--- config.mk ---
export PLATFORM = sky130hd
export DESIGN_NAME = mem_queue
export DESIGN_NICKNAME = d
export VERILOG_FILES = /design/src/rtl/mem_queue.sv
export SDC_FILE = /design/constraint.sdc
export NUM_CORES = 1
export LEC_CHECK = 0
export ABC_AREA = 1
export CAP_MARGIN = 20
export CORE_ASPECT_RATIO = 1.75
export CORE_MARGIN = 10
export CORE_UTILIZATION = 27
export DETAILED_ROUTE_END_ITERATION = 16
export PLACE_DENSITY = 0.59
export SYNTH_ARGS = -nofsm -noshare
export SYNTH_HDL_FRONTEND = slang
export SYNTH_SLANG_ARGS = --single-unit
--- constraint.sdc ---
create_clock -name clk_i -period 5.95 [get_ports clk_i]
set_input_delay 0.8925 -clock clk_i [delete_from_list [all_inputs] [get_ports clk_i]]
set_output_delay 0.8925 -clock clk_i [all_outputs]
set_load 0.02 [all_outputs]
--- src/rtl/mem_queue.sv ---
// mem_queue: non-blocking MEM stage between EXE and WB.
// Loads complete out of band; micro-ops retire strictly in order.
module mem_queue #(
  parameter int DATA_WIDTH = 32,
  parameter int ADDR_WIDTH = 32,
  parameter int DEPTH      = 4,
  parameter int TAG_WIDTH  = 8
) (
  input  logic                    clk_i,
  input  logic                    rst_i,
  input  logic                    exe_valid_i,
  output logic                    ready_o,
  input  logic [ADDR_WIDTH-1:0]   exe_out_i,
  input  logic [DATA_WIDTH-1:0]   exe_wdata_i,
  input  logic                    exe_ld_i,
  input  logic                    exe_st_i,
  input  logic [1:0]              exe_size_i,
  input  logic                    exe_unsigned_i,
  input  logic [TAG_WIDTH-1:0]    exe_tag_i,
  output logic                    valid_o,
  input  logic                    wb_ready_i,
  output logic [DATA_WIDTH-1:0]   wb_data_o,
  output logic [TAG_WIDTH-1:0]    wb_tag_o,
  output logic                    wb_misalign_o,
  output logic                    d_m_req_o,
  output logic                    d_m_we_o,
  output logic [ADDR_WIDTH-1:0]   d_m_addr_o,
  output logic [DATA_WIDTH-1:0]   d_m_wdata_o,
  output logic [DATA_WIDTH/8-1:0] d_m_wmask_o,
  input  logic                    d_m_gnt_i,
  input  logic                    d_m_rvalid_i,
  input  logic [DATA_WIDTH-1:0]   d_m_rdata_i
);

  localparam int NB   = DATA_WIDTH / 8;
  localparam int OFFW = $clog2(NB);
  localparam int PW   = $clog2(DEPTH);
  localparam logic [PW:0] CNT_FULL = (PW+1)'(DEPTH);

  typedef struct packed {
    logic [TAG_WIDTH-1:0]  tag;
    logic [DATA_WIDTH-1:0] data;
    logic [OFFW-1:0]       off;
    logic [1:0]            size;
    logic                  uns;
    logic                  ld;
    logic                  mis;
    logic                  done;
  } ent_t;

  ent_t           ent_q [DEPTH];
  ent_t           ent_d [DEPTH];
  logic [PW:0]    count_q, count_d;
  logic [PW-1:0]  head_q, head_d;
  logic [PW-1:0]  tail_q, tail_d;
  logic [PW-1:0]  ld_q, ld_d;

  logic [OFFW-1:0] off;
  logic [OFFW-1:0] amask;
  logic [3:0]      nbytes;
  logic [15:0]     bmask;
  logic            mis_raw;
  logic            is_mem;
  logic            mem_op;
  logic            full;
  logic            has;
  logic            enq;
  logic            deq;
  logic            rsp;
  logic            ld_pend;
  logic [PW-1:0]   rel;
  logic [PW-1:0]   idx;
  logic            found;

  function automatic logic [DATA_WIDTH-1:0] ld_ext(
    input logic [DATA_WIDTH-1:0] rd,
    input logic [OFFW-1:0]       o,
    input logic [1:0]            sz,
    input logic                  uns
  );
    logic [DATA_WIDTH-1:0] sh;
    logic [DATA_WIDTH-1:0] r;
    logic                  s;
    int                    lim;
    sh = rd >> {o, 3'b000};
    r  = sh;
    unique case (sz)
      2'd0: begin s = sh[7];  lim = 8;  end
      2'd1: begin s = sh[15]; lim = 16; end
      2'd2: begin s = sh[31]; lim = 32; end
      default: begin s = sh[DATA_WIDTH-1]; lim = 64; end
    endcase
    for (int i = 0; i < DATA_WIDTH; i++) begin
      if (i >= lim) r[i] = ~uns & s;
    end
    return r;
  endfunction

  assign off     = exe_out_i[OFFW-1:0];
  assign nbytes  = 4'd1 << exe_size_i;
  assign amask   = OFFW'(nbytes - 4'd1);
  assign bmask   = (16'd1 << nbytes) - 16'd1;
  assign mis_raw = |(off & amask);
  assign is_mem  = exe_ld_i | exe_st_i;
  assign mem_op  = is_mem & ~mis_raw;
  assign full    = count_q == CNT_FULL;
  assign has     = count_q != '0;

  assign ready_o   = ~full & ~rst_i & (~mem_op | d_m_gnt_i);
  assign enq       = exe_valid_i & ready_o;
  assign d_m_req_o = exe_valid_i & mem_op & ~full & ~rst_i;
  assign d_m_we_o  = exe_st_i;
  assign d_m_addr_o =
    {exe_out_i[ADDR_WIDTH-1:OFFW], {OFFW{1'b0}}};
  assign d_m_wdata_o = exe_wdata_i << {off, 3'b000};
  assign d_m_wmask_o =
    exe_st_i ? (NB'(bmask) << off) : '0;

  assign valid_o       = has & ent_q[head_q].done;
  assign deq           = valid_o & wb_ready_i;
  assign wb_data_o     = has ? ent_q[head_q].data : '0;
  assign wb_tag_o      = has ? ent_q[head_q].tag : '0;
  assign wb_misalign_o = has & ent_q[head_q].mis;

  // ld_q is only meaningful while it lies inside the live window
  assign rel     = ld_q - head_q;
  assign ld_pend = ({1'b0, rel} < count_q) &
                   ent_q[ld_q].ld & ~ent_q[ld_q].done;
  assign rsp     = d_m_rvalid_i & ld_pend;

  always_comb begin
    ent_d   = ent_q;
    head_d  = deq ? head_q + PW'(1) : head_q;
    tail_d  = enq ? tail_q + PW'(1) : tail_q;
    count_d = count_q;
    idx     = '0;
    found   = 1'b0;
    if (enq & ~deq) count_d = count_q + (PW+1)'(1);
    if (~enq & deq) count_d = count_q - (PW+1)'(1);
    if (rsp) begin
      ent_d[ld_q].data = ld_ext(d_m_rdata_i, ent_q[ld_q].off,
                                ent_q[ld_q].size, ent_q[ld_q].uns);
      ent_d[ld_q].done = 1'b1;
    end
    if (enq) begin
      ent_d[tail_q].tag  = exe_tag_i;
      ent_d[tail_q].data = is_mem ? '0 : DATA_WIDTH'(exe_out_i);
      ent_d[tail_q].off  = off;
      ent_d[tail_q].size = exe_size_i;
      ent_d[tail_q].uns  = exe_unsigned_i;
      ent_d[tail_q].ld   = exe_ld_i & ~mis_raw;
      ent_d[tail_q].mis  = is_mem & mis_raw;
      ent_d[tail_q].done = ~(exe_ld_i & ~mis_raw);
    end
    // oldest outstanding load, or tail when none is waiting
    ld_d = tail_d;
    for (int k = 0; k < DEPTH; k++) begin
      idx = head_d + PW'(k);
      if (!found && ((PW+1)'(k) < count_d) &&
          ent_d[idx].ld && !ent_d[idx].done) begin
        ld_d  = idx;
        found = 1'b1;
      end
    end
  end

  always_ff @(posedge clk_i) begin
    if (rst_i) begin
      count_q <= '0;
      head_q  <= '0;
      tail_q  <= '0;
      ld_q    <= '0;
      for (int i = 0; i < DEPTH; i++) begin
        ent_q[i].done <= 1'b0;
      end
    end else begin
      count_q <= count_d;
      head_q  <= head_d;
      tail_q  <= tail_d;
      ld_q    <= ld_d;
      for (int i = 0; i < DEPTH; i++) begin
        ent_q[i] <= ent_d[i];
      end
    end
  end

endmodule

# After elaboration in Yosys (flattened, before gate mapping)
# Cells that the tools add are included.
[totals] register_bits=201 latch_bits=0 ramBits=0 rom_bits=0 in_bits=115 output_inout_bits=113 elab_cells=293 n_memories=0
[op_classes] addsub=10 multipliers=0 div=0 n_lt_le_gt_ge=46 eq_ne=3 n_shift=5 mux=133 n_bitwise=37 reduce_logical=23
[op_table] op="$bwmux W192" count=10
[op_table] op="$demux W48 S2" count=10
[op_table] op="$bmux W48 S2" count=6
[op_table] op="$ge A6 B32 Y1 const A" count=16
[op_table] op="$mux W192" count=2
[op_table] op="$ge A5 B32 Y1 const A" count=8
[op_table] op="$mux W48" count=3
[op_table] op="$ge A4 B32 Y1 const A" count=4
[op_table] op="$mux W32" count=3
[op_table] op="$mux W40" count=2
[op_table] op="$mux W1" count=70
[op_table] op="$ge A3 B32 Y1 const A" count=2
[op_table] op="$mux W3" count=11
[op_table] op="$ge A1 B32 Y1 const A" count=1
[op_table] op="$ge A2 B32 Y1 const A" count=1
[op_table] op="$mux W8" count=4
[op_table] op="$shl A32 B5 Y32" count=1
[op_table] op="$shr A32 B5 Y32" count=1
[op_table] op="$ge A3 B3 Y1 const B" count=7
[op_table] op="$not A2 Y3" count=7
[op_table] op="$pmux W7 S3" count=1
[op_table] op="$and A1 B1 Y1" count=18
[op_table] op="$mux W2" count=7
[op_table] op="$logic_and A1 B1 Y1" count=13
[op_table] op="27 further kinds" count=49

# Logic depth before layout (Yosys ltp)
[depth] word_depth=44 depth_mapped=22 depth_no_buf=22

# Worst setup path before layout
# OpenSTA, ideal clock, no wires.
[synth_path] path_type="input-to-reg" startpoint="in rst_i" endpoint="reg ent_q[15] (netlist bit) (data pin)" setup_time_ps=287 arrival_ps=5640 t_required_ps=5663 setup_slack_ps=23 stages=11 path_buffers=3 cell_sequence="inv_1 o21ai_1 nor2_2 nand2_4 inv_2 buf_6 nand2_1 inv_1 clkbuf_1 clkbuf_1 a21oi_1"
[synth_rtl] item="from (decl)" line_no="10" rtl="input logic rst_i,"
[synth_rtl] item="to (signal, indexed assignment)" line_no="182" rtl="ent_q[i] <= ent_d[i];"
[synth_rtl] item="to (decl)" line_no="51" rtl="ent_t ent_q [DEPTH];"

# Worst setup path after layout
[layout_path] startpoint="in exe_out_i[0]" endpoint="out d_m_wdata_o[24]"
[layout_via] elab_chain_len=1
[layout_lines] item="from (decl)" line_no="13" rtl="input logic [ADDR_WIDTH-1:0] exe_out_i,"
[layout_lines] item="$shl A32 B5 Y32" line_no="115" rtl="assign d_m_wdata_o = exe_wdata_i << {off, 3'b000};"
[layout_lines] item="to (decl)" line_no="28" rtl="output logic [DATA_WIDTH-1:0] d_m_wdata_o,"
# Every way passes these cells.

==> impl_metrics.py <==
metrics = {
    "drt": {
        "post-route-drc-count": 0,
        "vias_per_cell": 5.16,
        "ant_nets": 0,
        "wl_um": 50100,
        "dr.pass1.iters": 5,
        "drt_iter0_drc": 1073,
        "post_drt_wl_per_cell_um": 20.6,
        "vias": 12573,
    },
    "synth": {
        "avgSynthCellArea_um2": 7.55,
        "synthesis.area_mm2": 0.0129,
        "synth_edf_count": 188,
        "synth_top_area_share": 0.439,
        "synth_area_leaders": "edfxtp_1, a21oi_1, nor2_1",
        "synth-main-ff-cell": "edfxtp_1",
        "synth_cell_types": 44,
        "synth_area_leader_cell": "edfxtp_1",
        "seq_area_frac_synth": 0.459,
        "synth_seq_cells": 201,
        "syn_inst": 1704,
        "async_flop_share": 0,
        "yosysWarnings": 0,
    },
    "sta": {
        "setup_viol": 0,
        "drv_slew": 0,
        "fin_setup_tns_ns": 0,
        "hold_viol_final": 0,
        "min_period_over_period": 0.722,
        "period_needed_ns": 4.30,
        "clock_skew_ns": 0.0263,
        "worst_pin_slew_ns": 1.11,
        "slew_headroom": 0.255,
        "fmax_ghz": 0.233,
        "grt_setup_unrepaired": "false",
    },
    "floorplan": {
        "fp.coreArea_mm2": 0.0470,
        "start_util": 0.273,
        "chipWidth_um": 185,
        "die_height_um": 309,
        "ioPinCount": 228,
        "dieArea_mm2": 0.0571,
        "rows": 105,
    },
    "critical_path": {
        "reg2reg_to": "ld_q[0]",
        "cp_cell_sequence": "clkdlybuf4s50_1 -> clkinv_1 -> o21ai_0 -> a21oi_1 -> a21oi_1 -> clkdlybuf4s50_1",
        "crit_type": "input pin to primary output",
        "r2r_cells": 16,
        "cp_num_buf_inv": 3,
        "ff2ff_setup_slack_ns": 2.13,
        "crit_required_ns": 5.06,
        "crit_path_max_incr_delay_ns": 0.73,
        "cp-start-kind": "input pin",
        "worstSetupEndpointType": "primary output",
        "crit_arrival_ns": 3.40,
        "crit_family": "buffers and inverters",
        "slowest_stage": "clkinv_1",
        "r2r-start": "head_q[1]",
        "crit_fanout": 37,
    },
    "final_layout": {
        "layout_common_cells": "nor2_1, a21oi_1, nand2_1",
        "drive_gt1_frac": 0.0623,
        "fin_nets": 1958,
        "antenna_cells": 0,
        "final_common_cell": "nor2_1",
        "syn2layout_area_growth_pct": 24.4,
    },
    "global_route": {
        "grt-ovfl-total": 0,
        "track_usage": 0.170,
        "grt_pass1_vias": 12629,
        "grt_max_degree": 74,
        "antenna_found_initial": 0,
        "grt_pass1_wl_um": 74700,
    },
    "power_and_ir_drop": {
        "peakVddDrop_uv": 152,
        "p_leak_nw": 6.30,
        "total_power_mw": 5.56,
        "p_per_area_mw_per_mm2": 347,
    },
    "hold_path": {
        "hold_class": "flop to flop",
        "holdPathEnd": "ent_q[96]",
        "whs_path_depth": 4,
        "hp-start": "ent_q[96]",
    },
    "clock_network": {
        "cts.reportedPaths.clkPinSlew_ns": 0.07,
        "cts_buffer_depth": 3,
        "clock_sinks": 201,
        "clock_latency_ns": 0.53,
        "htree_levels": 1,
        "cts-root-buf": "clkbuf_16",
        "post_cts_resized": 0,
        "postCtsSetupBuffers": 0,
        "cts_tree": "yes",
        "cts_buffers": 19,
        "holdBufCountCts": 0,
    },
    "status": {
        "status": "complete, no violations",
    },
    "job": {
        "drv_cap": 0,
    },
    "placement": {
        "port-buffer-count": 225,
        "hpwl_um": 34400,
        "gp_congestion": 0.884,
    },
}
## Yosys cell counts, types with 9 or more instances
cell / n
nand2_2: 13
o21ai_0: 129
nand2_1: 284
buf_2: 10
inv_1: 93
a21oi_1: 316
nor2_1: 369
dfxtp_1: 13
edfxtp_1: 188
a211oi_1: 16
nand3_1: 33
ha_1: 9
clkbuf_1: 84
buf_1: 12
a22oi_1: 9
buf_4: 36
inv_2: 11
## layer usage
layer	vias up	track usage	wire [µm]
li1	5969	-	-
met1	5908	0.176	17500
met2	572	0.305	25600
met3	124	0.0284	3570
met4	0	0.114	3340
met5	-	0	0
## tightest hold or removal path, delay by kind of cell (launching register included)
family                 cells  cell delay (ns)
DFF                        1             0.31
buffers and inverters      1             0.07
AOI/OAI and AO/OA          1             0.07
and+or+nand+nor            2             0.14
## stage by stage
step	instances	hold WS (ns)	util	worst slack, ns	area, µm²
6_report	2435	0.636	0.340	1.65	16000
5_1_grt	2435	0.669	0.340	1.42	16000
4_1_cts	2435	0.632	0.340	1.65	16000
3_5_place_dp	2401	0.617	0.326	1.67	15300
3_3_place_gp	2401	0.607	0.326	1.67	15300
2_1_floorplan	1705	0.543	-	0.0234	12900
## worst max-delay path by stage
stage / startpoint / endpoint / slack (ns) / cells past startpoint
after floorplan: rst_i / ent_q[15] / 0.02 / 11
after global placement: exe_out_i[0] / d_m_wdata_o[26] / 1.67 / 5
after CTS: exe_out_i[0] / d_m_wdata_o[24] / 1.65 / 6
after global routing: exe_out_i[0] / d_m_wdata_o[25] / 1.42 / 6
after detailed placement: exe_out_i[0] / d_m_wdata_o[24] / 1.67 / 6
final: exe_out_i[0] / d_m_wdata_o[24] / 1.65 / 6
## kinds of logic after synthesis
group | Yosys count | synth area share
xor gates and xnor gates | 8 | 0.00545
AOI/OAI and AO/OA | 499 | 0.206
other | 1 | 0.000292
adders and majority gates | 9 | 0.00876
muxes | 6 | 0.00467
and+or+nand+nor | 726 | 0.227
DFF | 201 | 0.459
buffers and inverters | 254 | 0.0885
## power by group
part	internal [mW]	total [mW]	switching [mW]
Combinational	0.778	2.42	1.64
Clock	0.737	1.30	0.568
Sequential	1.75	1.84	0.0882
Total	3.27	5.56	2.30
## layout make-up
| class | instances | area (µm²) |
|---|---|---|
| clock buffers | 25 | 581 |
| repair buffers | 255 | 2470 |
| multi-input cells | 1250 | 5830 |
| flip-flops and latches | 201 | 5910 |
| well taps | 588 | 736 |
| inverters | 107 | 404 |
| fillers | 4981 | 31000 |
| clock inverters | 9 | 78.8 |
(Power assumes the default switching activity.)
